===== src/rtl/dm_arbiter.sv =====
// Two-port round-robin arbiter in front of a single-ported data memory.
// Each grant takes IDLE -> ACCESS -> ACK; out-of-range addresses complete with err.
module dm_arbiter #(
    parameter int unsigned DEPTH    = 100,
    parameter logic [31:0] ERR_CODE = 32'hDEAD
) (
    input  logic        clk,
    input  logic        rst_n,
    input  logic        req0,
    input  logic        req1,
    input  logic        we0,
    input  logic        we1,
    input  logic [31:0] addr0,
    input  logic [31:0] addr1,
    input  logic [31:0] wd0,
    input  logic [31:0] wd1,
    output logic        ack0,
    output logic        ack1,
    output logic [31:0] rdata0,
    output logic [31:0] rdata1,
    output logic        err0,
    output logic        err1,
    output logic        mem_we,
    output logic [31:0] mem_addr,
    output logic [31:0] mem_wd,
    input  logic [31:0] mem_rd
);

    localparam logic [1:0] IDLE   = 2'd0;
    localparam logic [1:0] ACCESS = 2'd1;
    localparam logic [1:0] ACK    = 2'd2;

    localparam logic [31:0] LIMIT = 32'(DEPTH);

    logic [1:0]  state;
    logic        sel;
    logic        prio;
    logic        win;
    logic        cur_we;
    logic        in_range;
    logic        in_access;
    logic [31:0] cur_addr;
    logic [31:0] cur_wd;
    logic [31:0] rsp;

    // prio only matters when both ports ask at once
    assign win       = (req0 && req1) ? prio : req1;
    assign cur_addr  = sel ? addr1 : addr0;
    assign cur_wd    = sel ? wd1 : wd0;
    assign cur_we    = sel ? we1 : we0;
    assign in_range  = cur_addr < LIMIT;
    assign in_access = (state == ACCESS);
    assign rsp       = in_range ? mem_rd : ERR_CODE;

    assign mem_we   = in_access && cur_we && in_range;
    assign mem_addr = in_access ? cur_addr : '0;
    assign mem_wd   = in_access ? cur_wd : '0;

    always_ff @(posedge clk or negedge rst_n) begin
        if (!rst_n) begin
            state  <= IDLE;
            sel    <= 1'b0;
            prio   <= 1'b0;
            ack0   <= 1'b0;
            ack1   <= 1'b0;
            err0   <= 1'b0;
            err1   <= 1'b0;
            rdata0 <= '0;
            rdata1 <= '0;
        end else begin
            ack0 <= 1'b0;
            ack1 <= 1'b0;
            err0 <= 1'b0;
            err1 <= 1'b0;
            case (state)
                IDLE: begin
                    if (req0 || req1) begin
                        sel   <= win;
                        prio  <= ~win;
                        state <= ACCESS;
                    end
                end
                ACCESS: begin
                    state <= ACK;
                    if (sel) begin
                        ack1   <= 1'b1;
                        err1   <= ~in_range;
                        rdata1 <= rsp;
                    end else begin
                        ack0   <= 1'b1;
                        err0   <= ~in_range;
                        rdata0 <= rsp;
                    end
                end
                ACK:     state <= IDLE;
                default: state <= IDLE;
            endcase
        end
    end

endmodule


===== config.mk =====
export PLATFORM = sky130hd
export DESIGN_NAME = dm_arbiter
export DESIGN_NICKNAME = d
export VERILOG_FILES = /design/src/rtl/dm_arbiter.sv
export SDC_FILE = /design/constraint.sdc
export NUM_CORES = 1
export LEC_CHECK = 0
export ABC_AREA = 1
export BUFFER_PORTS_ARGS = -buffer_cell sky130_fd_sc_hd__buf_2
export CORE_AREA = 3 3 115 117
export DETAILED_ROUTE_END_ITERATION = 7
export DIE_AREA = 0 0 118 120
export PLACE_DENSITY = 0.76
export SLEW_MARGIN = 20
export SYNTH_ARGS = -nofsm -noshare
export SYNTH_HDL_FRONTEND = slang
export SYNTH_SLANG_ARGS = --single-unit

===== constraint.sdc =====
create_clock -name clk -period 2.95 [get_ports clk]
set_input_delay 0.4425 -clock clk [delete_from_list [all_inputs] [get_ports clk]]
set_output_delay 0.4425 -clock clk [all_outputs]
set_load 0.005 [all_outputs]

==> impl_metrics.yaml <==
timing:
  maxSlewHeadroom_pct: 37.4
  drv_slew: 0
  setup_ws_ns: 0.279
  rsz0062_at_grt: "no"
  tns_ns: 0
  fmax_mhz: 374
  finClkSkew_ns: 0.00571
  setup_violations: 0
  fin_crit_sh_pct: 90.5
  worstMarginPinSlew_ns: 0.940
  holdWs_ns: 0.255
  fin_crit_ns: 2.67
  report.final.hold_viol_count: 0
critical_path:
  cp_max_fo: 24
  timing.rr.start: "sel"
  rrSetupSlack_ns: 0.52
  r2r-end: "rdata1[5]"
  critPathArrivalTime_ns: 2.23
  worstPathRequired_ns: 2.51
  crit_type: "flop to primary output"
  rr_worst_depth: 10
  end_kind: "primary output"
  start_kind: "flop"
synthesis:
  synth_area_um2: 3970
  synth_top_area_cell: "dfrtp_1"
  synthTopCellsByArea: "dfrtp_1 (45%), nand2_1 (20%), a22o_1 (7.5%)"
  avgSynthCellArea_um2: 7.32
  yosysWarnings: 0
  ys_ff_latch: 72
  ys_seq_area_share_pct: 45.4
  ys_types: 22
  synth_nets: 708
  netlist.area_leader.share_pct: 45.4
  netlist_instances: 542
run_status:
  status: "finished, final reports clean"
detailed_routing:
  avgRoutedWirePerCell_um: 15.0
  via_per_inst: 4.75
  firstDrtPassIters: 5
  wl_um: 15000
  drtAntennaViolNets: 0
  vias: 4754
  drtIter0Drc: 386
  drc_errors: 0
final_layout:
  n_fill_cell: 1271
  mostFrequentLayoutCells: "buf_2 (297), nand2_1 (212), dfrtp_1 (71)"
  regArea_um2: 1800
  final_util_pct: 47.1
  syn2layout_area_growth_pct: 47.9
  fin_cells: 1000
  nets: 988
  final_common_cell: "buf_2"
  drive_above_1_share_pct: 40.1
  multi_input_comb_area_um2: 1800
place:
  port-buffer-count: 298
  dp_slack_ns: 0.399
  hpwl_um: 11300
  place_congestion: 0.884
  place_inst: 983
pwr:
  power_density_nw_per_um2: 783
  vdd_drop_max_v: 0.000399
  seqPwrFrac_pct: 29.6
  p_sw_share_pct: 41.1
  p_comb_share_pct: 48.3
  p_int_w: 0.00271
  switching_power_w: 0.00189
  power.leakage_nw: 3.65
  clkPwrFrac_pct: 22.1
grt:
  grt_max_degree: 73
  antenna_found_initial: 2
  overflow: 0
  grt_usage_pct: 20.4
  grt_pass1_wl_um: 23500
  grt_pass1_vias: 4599
floorplanning:
  die_y_um: 120
  core_area_um2: 12500
  dieWidth_um: 118
  initial_core_util_pct: 31.8
  top_level_ports: 299
  dieArea_um2: 14200
  row_count: 41
cts:
  cts_tree: "built"
  cts_root_buffer: "clkbuf_16"
  clk_pin_slew_ns: 0.06
  h-tree-depth: 3
  clock_path_buffers: 2
  ctsHoldBuffers: 0
  cts.sinks: 72
  cts_buffers: 9
  insertion_delay_ns: 0.32
job:
  cap_violations: 0
min_path:
  hold_path.class: "input pin to async pin"
-- worst max-delay path: stages, from the launching register on --
cell and delay, ns:
dfrtp_1 0.38, nor2_1 0.15, clkinv_1 0.32, nor2_4 0.38, buf_4 0.35, a22o_1 0.21, buf_2 0.12
-- layer usage --
layer / up-vias / routed length, um / global-route usage, %
li1: 2314 / - / -
met1: 2195 / 6430 / 26.6
met2: 233 / 7480 / 35.1
met3: 10 / 1030 / 4.15
met4: 2 / 93 / 4.54
met5: - / 13 / 0
-- timing repair --
action                                  CTS  global route
endpoints found under the setup margin    0             1
setup buffers                             0             0
gates resized for setup                   0             1
-- area by class of cell --
class,instances,area share [%]
Antenna cell,1,0.0426
Inverter,49,3.13
Tap cell,172,3.67
Clock inverter,6,0.746
Timing Repair Buffer,309,27.1
Sequential cell,72,30.7
Clock buffer,10,3.90
Multi-Input combinational cell,381,30.7
-- logic make-up after synthesis --
logic type | after synthesis | synth area share, %
and+or+nand+nor | 314 | 33.2
AOI/OAI and AO/OA | 67 | 11.9
DFF | 72 | 45.4
buffers and inverters | 89 | 9.52
-- stage by stage --
stage | power (W) | cell area [um2]
floorplan | 0.00261 | 3970
global placement | 0.00357 | 5590
detailed placement | 0.00360 | 5590
CTS | 0.00463 | 5870
global route | 0.00495 | 5870
finish | 0.00460 | 5870
-- power by group through the flow --
stage	clock (W)	combinational [W]	sequential (W)
global placement	0	0.00220	0.00137
CTS	0.00104	0.00224	0.00136
detailed placement	0	0.00223	0.00138
global route	0.00107	0.00249	0.00139
finish	0.00101	0.00222	0.00136
floorplan	0	0.00127	0.00135
-- registers in the layout, summed over array words and instances (netlist names) --
name and count:
sel 1, state 2, rdata1 32, ack1 1
ack0 1, prio 1, rdata0 32, err0 1
err1 1
-- synthesized netlist by cell type --
cell type	number
buf_2	17
inv_1	47
buf_1	2
dfrtp_1	72
or2_1	1
inv_2	1
nor2_4	2
clkbuf_1	17
a21oi_1	3
buf_4	2
o21ai_2	1
a21o_1	1
nand2_1	212
nand3_1	12
o21ai_0	19
a22oi_1	1
buf_6	2
clkinv_1	1
o21ai_1	8
nor2_1	45
a22o_1	34
nand4_1	42
-- worst max-delay path by stage --
stage	from	endpoint	slack, ns	cells after the start
2_1_floorplan	sel	mem_we	0.92	11
3_3_place_gp	sel	rdata0[0]	0.44	11
3_5_place_dp	sel	rdata1[5]	0.40	11
4_1_cts	sel	mem_we	0.13	10
5_1_grt	state[1]	mem_wd[9]	0.09	6
6_report	state[1]	mem_wd[9]	0.28	6
Note: power is estimated with default switching activity, not from simulation.
